<file path="src/rtl/gray_accumulator.sv">
// gray_accumulator: sums a framed stream of gray-coded operands and returns the gray-coded total
module gray_accumulator #(
    parameter int WIDTH = 4,
    parameter int FRAME_LEN = 4,
    localparam int CNT_W = $clog2(FRAME_LEN + 1)
) (
    input  logic             clk,
    input  logic             rst_n,
    input  logic             in_valid,
    output logic             in_ready,
    input  logic [WIDTH-1:0] in_gray,
    input  logic             in_last,
    output logic             out_valid,
    input  logic             out_ready,
    output logic [WIDTH-1:0] out_sum,
    output logic             out_co,
    output logic [CNT_W-1:0] out_count
);
    typedef enum logic {ACCUM, HOLD} state_t;
    state_t state, state_nx;
    logic [WIDTH-1:0] acc, acc_nx, in_bin;
    logic [CNT_W-1:0] cnt, cnt_nx;
    logic ovf, ovf_nx;
    logic [WIDTH:0] sum;
    always_comb begin
        in_bin = '0;
        for (int i = 0; i < WIDTH; i++) in_bin[i] = ^(in_gray >> i);
    end
    assign sum = {1'b0, acc} + {1'b0, in_bin};
    assign in_ready = rst_n && state == ACCUM;
    assign out_valid = state == HOLD;
    assign out_sum = acc ^ (acc >> 1);
    assign out_co = ovf;
    assign out_count = cnt;
    always_comb begin
        state_nx = state;
        acc_nx = acc;
        ovf_nx = ovf;
        cnt_nx = cnt;
        if (state == ACCUM) begin
            if (in_valid) begin
                acc_nx = sum[WIDTH-1:0];
                ovf_nx = ovf | sum[WIDTH];
                cnt_nx = cnt + 1'b1;
                state_nx = (in_last || cnt == CNT_W'(FRAME_LEN - 1)) ? HOLD : ACCUM;
            end
        end else if (out_ready) begin
            acc_nx = '0;
            ovf_nx = 1'b0;
            cnt_nx = '0;
            state_nx = ACCUM;
        end
    end
    always_ff @(posedge clk or negedge rst_n) begin
        if (!rst_n) begin
            state <= ACCUM;
            acc <= '0;
            ovf <= 1'b0;
            cnt <= '0;
        end else begin
            state <= state_nx;
            acc <= acc_nx;
            ovf <= ovf_nx;
            cnt <= cnt_nx;
        end
    end
endmodule

</file>
<file path="config.mk">
export PLATFORM = sky130hd
export DESIGN_NAME = gray_accumulator
export DESIGN_NICKNAME = d
export VERILOG_FILES = /design/src/rtl/gray_accumulator.sv
export SDC_FILE = /design/constraint.sdc
export NUM_CORES = 1
export LEC_CHECK = 0
export CAP_MARGIN = 5
export CORE_MARGIN = 2
export CORE_UTILIZATION = 44
export DETAILED_ROUTE_END_ITERATION = 6
export HOLD_SLACK_MARGIN = 0.03
export PLACE_DENSITY = 0.76
export SYNTH_ARGS = -nofsm -noshare
export SYNTH_HDL_FRONTEND = slang
export SYNTH_SLANG_ARGS = --single-unit
</file>
<file path="constraint.sdc">
create_clock -name clk -period 1.92 [get_ports clk]
set_input_delay 0.384 -clock clk [delete_from_list [all_inputs] [get_ports clk]]
set_output_delay 0.384 -clock clk [all_outputs]
set_load 0.005 [all_outputs]
</file>
[Word level (Yosys, flattened, before mapping)]
Index checks and enable logic that the tools add are counted.
Widths: inputs -> output; s select.
Storage, ports and cells
  word-level logic and storage cells: 32
  input port bits: 9
  output and inout bits: 10
  register bits after elaboration: 9
Cells by class
  reductions and logical operators: 8
  mux-type cells: 13
  equal/unequal tests: 2
  $add $sub $neg: 2
  bitwise operators: 3
Operator list (number)
  $reduce_xor 4->1: 4
  $mux 4: 3
  $mux 3: 3
  $mux 1: 7
  $add 4x4->5: 1
  $xor 4x3->4: 1
  $add 3x1->3 const B: 1
  $eq 3x2->1 const B: 1
  $ne 2x2->1 const B: 1
  $reduce_and 2->1: 1
  $reduce_bool 2->1: 1
  $logic_and 1x1->1: 1
  $logic_or 1x1->1: 1
  $not 1->1: 1
  $or 1x1->1: 1

[Longest topological paths before layout]
  depth in word-level cells: 5
  gate-level depth with buffers: 9
  gate-level depth less buffers: 9

[Worst setup path before layout]
No wires, ideal clock.
  path type: input port to flip-flop
  from: in in_gray[2]
  to: reg acc[2]
  stages: 9
  setup slack: -162 ps
  data required time: 1786 ps
  arrival: 1948 ps
  buffers on the path: 0
  library setup time: 134 ps
  path through: xor2_1 > xor2_1 > xor2_1 > ha_1 > fa_1 > xnor2_1 > nand2_1 > o21ai_0 > o22ai_1
Between the ends
  cells in the longest elaborated chain, start to end: 4
  elaborated cells on any way between the ends: 6
  those cells by class: add/sub (1); mux (2); reduce/logical (3)
Ends and longest elaborated chain
  start, declared: line 11  | input logic [WIDTH-1:0] in_gray,
  $reduce_xor 4->1: line 27  | for (int i = 0; i < WIDTH; i++) in_bin[i] = ^(in_gray >> i);
  $add 4x4->5 *: line 29  | assign sum = {1'b0, acc} + {1'b0, in_bin};
  $mux 4 *: line 41  | if (in_valid) begin
  $mux 4 *: line 40  | if (state == ACCUM) begin
  end signal, assigned: line 62  | acc <= acc_nx;
  end, declared: line 21  | logic [WIDTH-1:0] acc, acc_nx, in_bin;
Mark *: on every way between the ends. The rest lies on a longest branch, timed or not. The select of a mux whose other input is x is not followed.
A chain may end at the register's enable or synchronous reset.

[Worst setup path after layout]
Same ends and word-level chain as after synthesis.

==> summary.txt <==
status: finished clean
residual DRC count: 0
final setup margin: 0.05054 ns
Pwr Total: 1.200 mW
top post-synthesis cells by area: dfrtp_1, ha_1, xor2_1
CP Depth: 10
later-pin clock latency in the skew report: 0.26 ns
actual slew at the worst max-slew pin: 0.4064 ns
Post-Layout Cell Count: 97
Num CTS Buffers: 3
layout cells sized above 1: 18.29%
syn_area_per_cell: 10.01 µm²
die area: 1676 µm²
Leak: 0.4034 nW
worst-path maximum fanout: 2
vias in the first global route: 465
Post-CTS Setup Bufs: 0
synth warn: 0
Detail Route Antenna Nets: 0
vias: 487
sequential-to-total area share from yosys stat: 37.50%
Crit path max-delay family: XOR/XNOR gates
Mapped Cells: 60
Startpoint Class: input port
Slew HR: 72.91%
number of instances in the placed design: 93
TritonCTS clock tree: yes
# IOs: 19
Max-Cap Viols: 0
post-synthesis sequential element count: 9
Worst VDD drop: 0.6629 mV
fin util: 67.19%
Final period util: 97.37%
n_diodes: 0
Iter 0 DRT Violations: 10
slowest CP cell: fa_2
Yosys cell types: 20
largest net degree at the start of global routing: 16
Final Hold Vio Count: 0
CTS root buf: clkbuf_4
min Tclk post-route: 1.869 ns
R2R Setup Slk: 0.39 ns
largest area contributor in the netlist: dfrtp_1
worst endpoint required time: 2.04 ns
initial antenna violation count: 0
WS Path Type: in -> reg
GPL Wtd Cong: 0.7480
R2R depth: 6
Clock Sinks: 9
CTS Hold Buffers Added: 0
worst-path cell chain: buf_2, xor2_4, xor2_2, xor2_1, ha_2, fa_2, xnor2_2, nand2_1, o21ai_1, o22ai_1
IO Port Bufs: 18
Setup WS pre-CTS: -0.6448 ns
Net Count, Synth: 76
Clock Path Buffers: 2
core box area: 1285 µm²
Congestion Overflow GR: 0
setup violators final: 0
Yosys top cell area share: 37.50%
CTS clock-pin slew for the worst setup and hold paths: 0.06 ns
hpwl dp: 1006 µm
Worst path max stage delay: 0.37 ns
1st-pass router iterations: 3
Cell Area, Placed: 837.1 µm²
# rows: 13
per-cell routed wire length: 13.77 µm
Synth-to-Final Area Change: 43.75%
DR vias/cell: 5.021
Crit. End Element: flip-flop
first-pass GRT wire length: 2049 µm
power density cells: 1390 nW/µm²
final instance area: 863.3 µm²
Initial Utilization: 46.74%
Final Max Tran Viols: 0
Syn Std Cell Area: 600.6 µm²
final wirelength: 1336 µm
Fin Setup TNS: 0 ns
number of buffer and inverter stages on the critical path: 1
skew final: 0.001820 ns
die width: 40.95 µm
WHS: 0.4333 ns
Hold Crit Class: in -> async
die height: 40.95 µm
H-tree lvl count: 1
Max Clk Rate: 0.5349 GHz
crit path DAT: 1.99 ns
# nets final: 99
GRT Total Usage: 19.57%
path summary, 6_finish.rpt:
| path | endpoint | from |
|---|---|---|
| min in group clk | out_count[2]$_DFFE_PN0P_ | out_count[2]$_DFFE_PN0P_ |
| min reg2reg | out_count[2]$_DFFE_PN0P_ | out_count[2]$_DFFE_PN0P_ |
| max | acc[2]$_DFFE_PN0P_ | in_gray[2] |
| min | out_count[1]$_DFFE_PN0P_ | rst_n |
| max in group asynchronous | acc[1]$_DFFE_PN0P_ | rst_n |
| max reg2reg | acc[2]$_DFFE_PN0P_ | acc[0]$_DFFE_PN0P_ |
flip-flops by register name, summed over array words and instances (netlist names):
register   flops
acc            4
out_co         1
out_count      3
out_valid      1
where the power goes:
part	leakage [nW]	internal, mW	switching (mW)	total (mW)
Sequential	0.112	0.272	0.120	0.392
Combinational	0.276	0.416	0.247	0.662
Clock	0.0150	0.0801	0.0660	0.146
layout make-up:
| class | instances | area, µm² |
|---|---|---|
| flip-flops and latches | 9 | 226.5 |
| inverters | 1 | 3.754 |
| repair buffers | 21 | 193.9 |
| multi-input cells | 47 | 394.1 |
| fillers | 116 | 421.7 |
| clock buffers | 4 | 26.28 |
| well taps | 15 | 18.77 |
synth_stat cells:
| cell | number |
|---|---|
| fa_1 | 1 |
| inv_1 | 1 |
| nand2b_1 | 1 |
| nand2_1 | 6 |
| buf_2 | 1 |
| nor2b_1 | 2 |
| dfrtp_1 | 9 |
| a21o_1 | 2 |
| xor2_1 | 7 |
| o21bai_1 | 1 |
| xnor2_1 | 2 |
| mux2i_1 | 3 |
| o22ai_1 | 4 |
| ha_1 | 6 |
| a21bo_2 | 1 |
| clkbuf_1 | 1 |
| buf_4 | 1 |
| a21oi_1 | 2 |
| nor2_1 | 2 |
| o21ai_0 | 7 |
repair_timing:
action,4_1_cts,5_1_grt
resized for setup,10,3
setup endpoints to repair,4,3
pin swaps,2,0
placed cells by master, fill, tap and decap left out:
cell type        Yosys  final
clkdlybuf4s50_1      0     14
dfrtp_1              9      8
o21ai_0              7      6
nand2_1              6      6
xor2_1               7      5
ha_1                 6      5
o22ai_1              4      4
mux2i_1              3      3
clkbuf_4             0      3
buf_4                1      3
nor2_1               2      2
nor2b_1              2      2
a21o_1               2      2
a21oi_1              2      2
buf_2                1      2
inv_1                1      1
xor2_4               0      1
xor2_2               0      1
nand2b_1             1      1
o21bai_1             1      1
a21bo_2              1      1
xnor2_1              2      1
xnor2_2              0      1
o21ai_1              0      1
fa_2                 0      1
ha_2                 0      1
dfrtp_2              0      1
clkbuf_1             1      1
dlygate4sd2_1        0      1
dlymetal6s2s_1       0      1
cells by family after synthesis:
| group | after synthesis | share of synthesized area [%] |
|---|---|---|
| AOI/OAI and AO/OA | 17 | 17.08 |
| adders and majority gates | 7 | 15.83 |
| muxes | 3 | 5.000 |
| and+or+nand+nor | 11 | 8.126 |
| DFF | 9 | 37.50 |
| buffers and inverters | 4 | 3.332 |
| xor gates and xnor gates | 9 | 13.13 |
metal layers:
layer | GRT usage [%] | vias up | routed length (µm)
li1 | - | 252 | -
met1 | 20.68 | 225 | 567
met2 | 36.33 | 10 | 705
met3 | 8.152 | 0 | 63
met4 | 2.500 | 0 | 0
met5 | 0 | - | 0
Note: power is estimated with default switching activity, not from simulation.
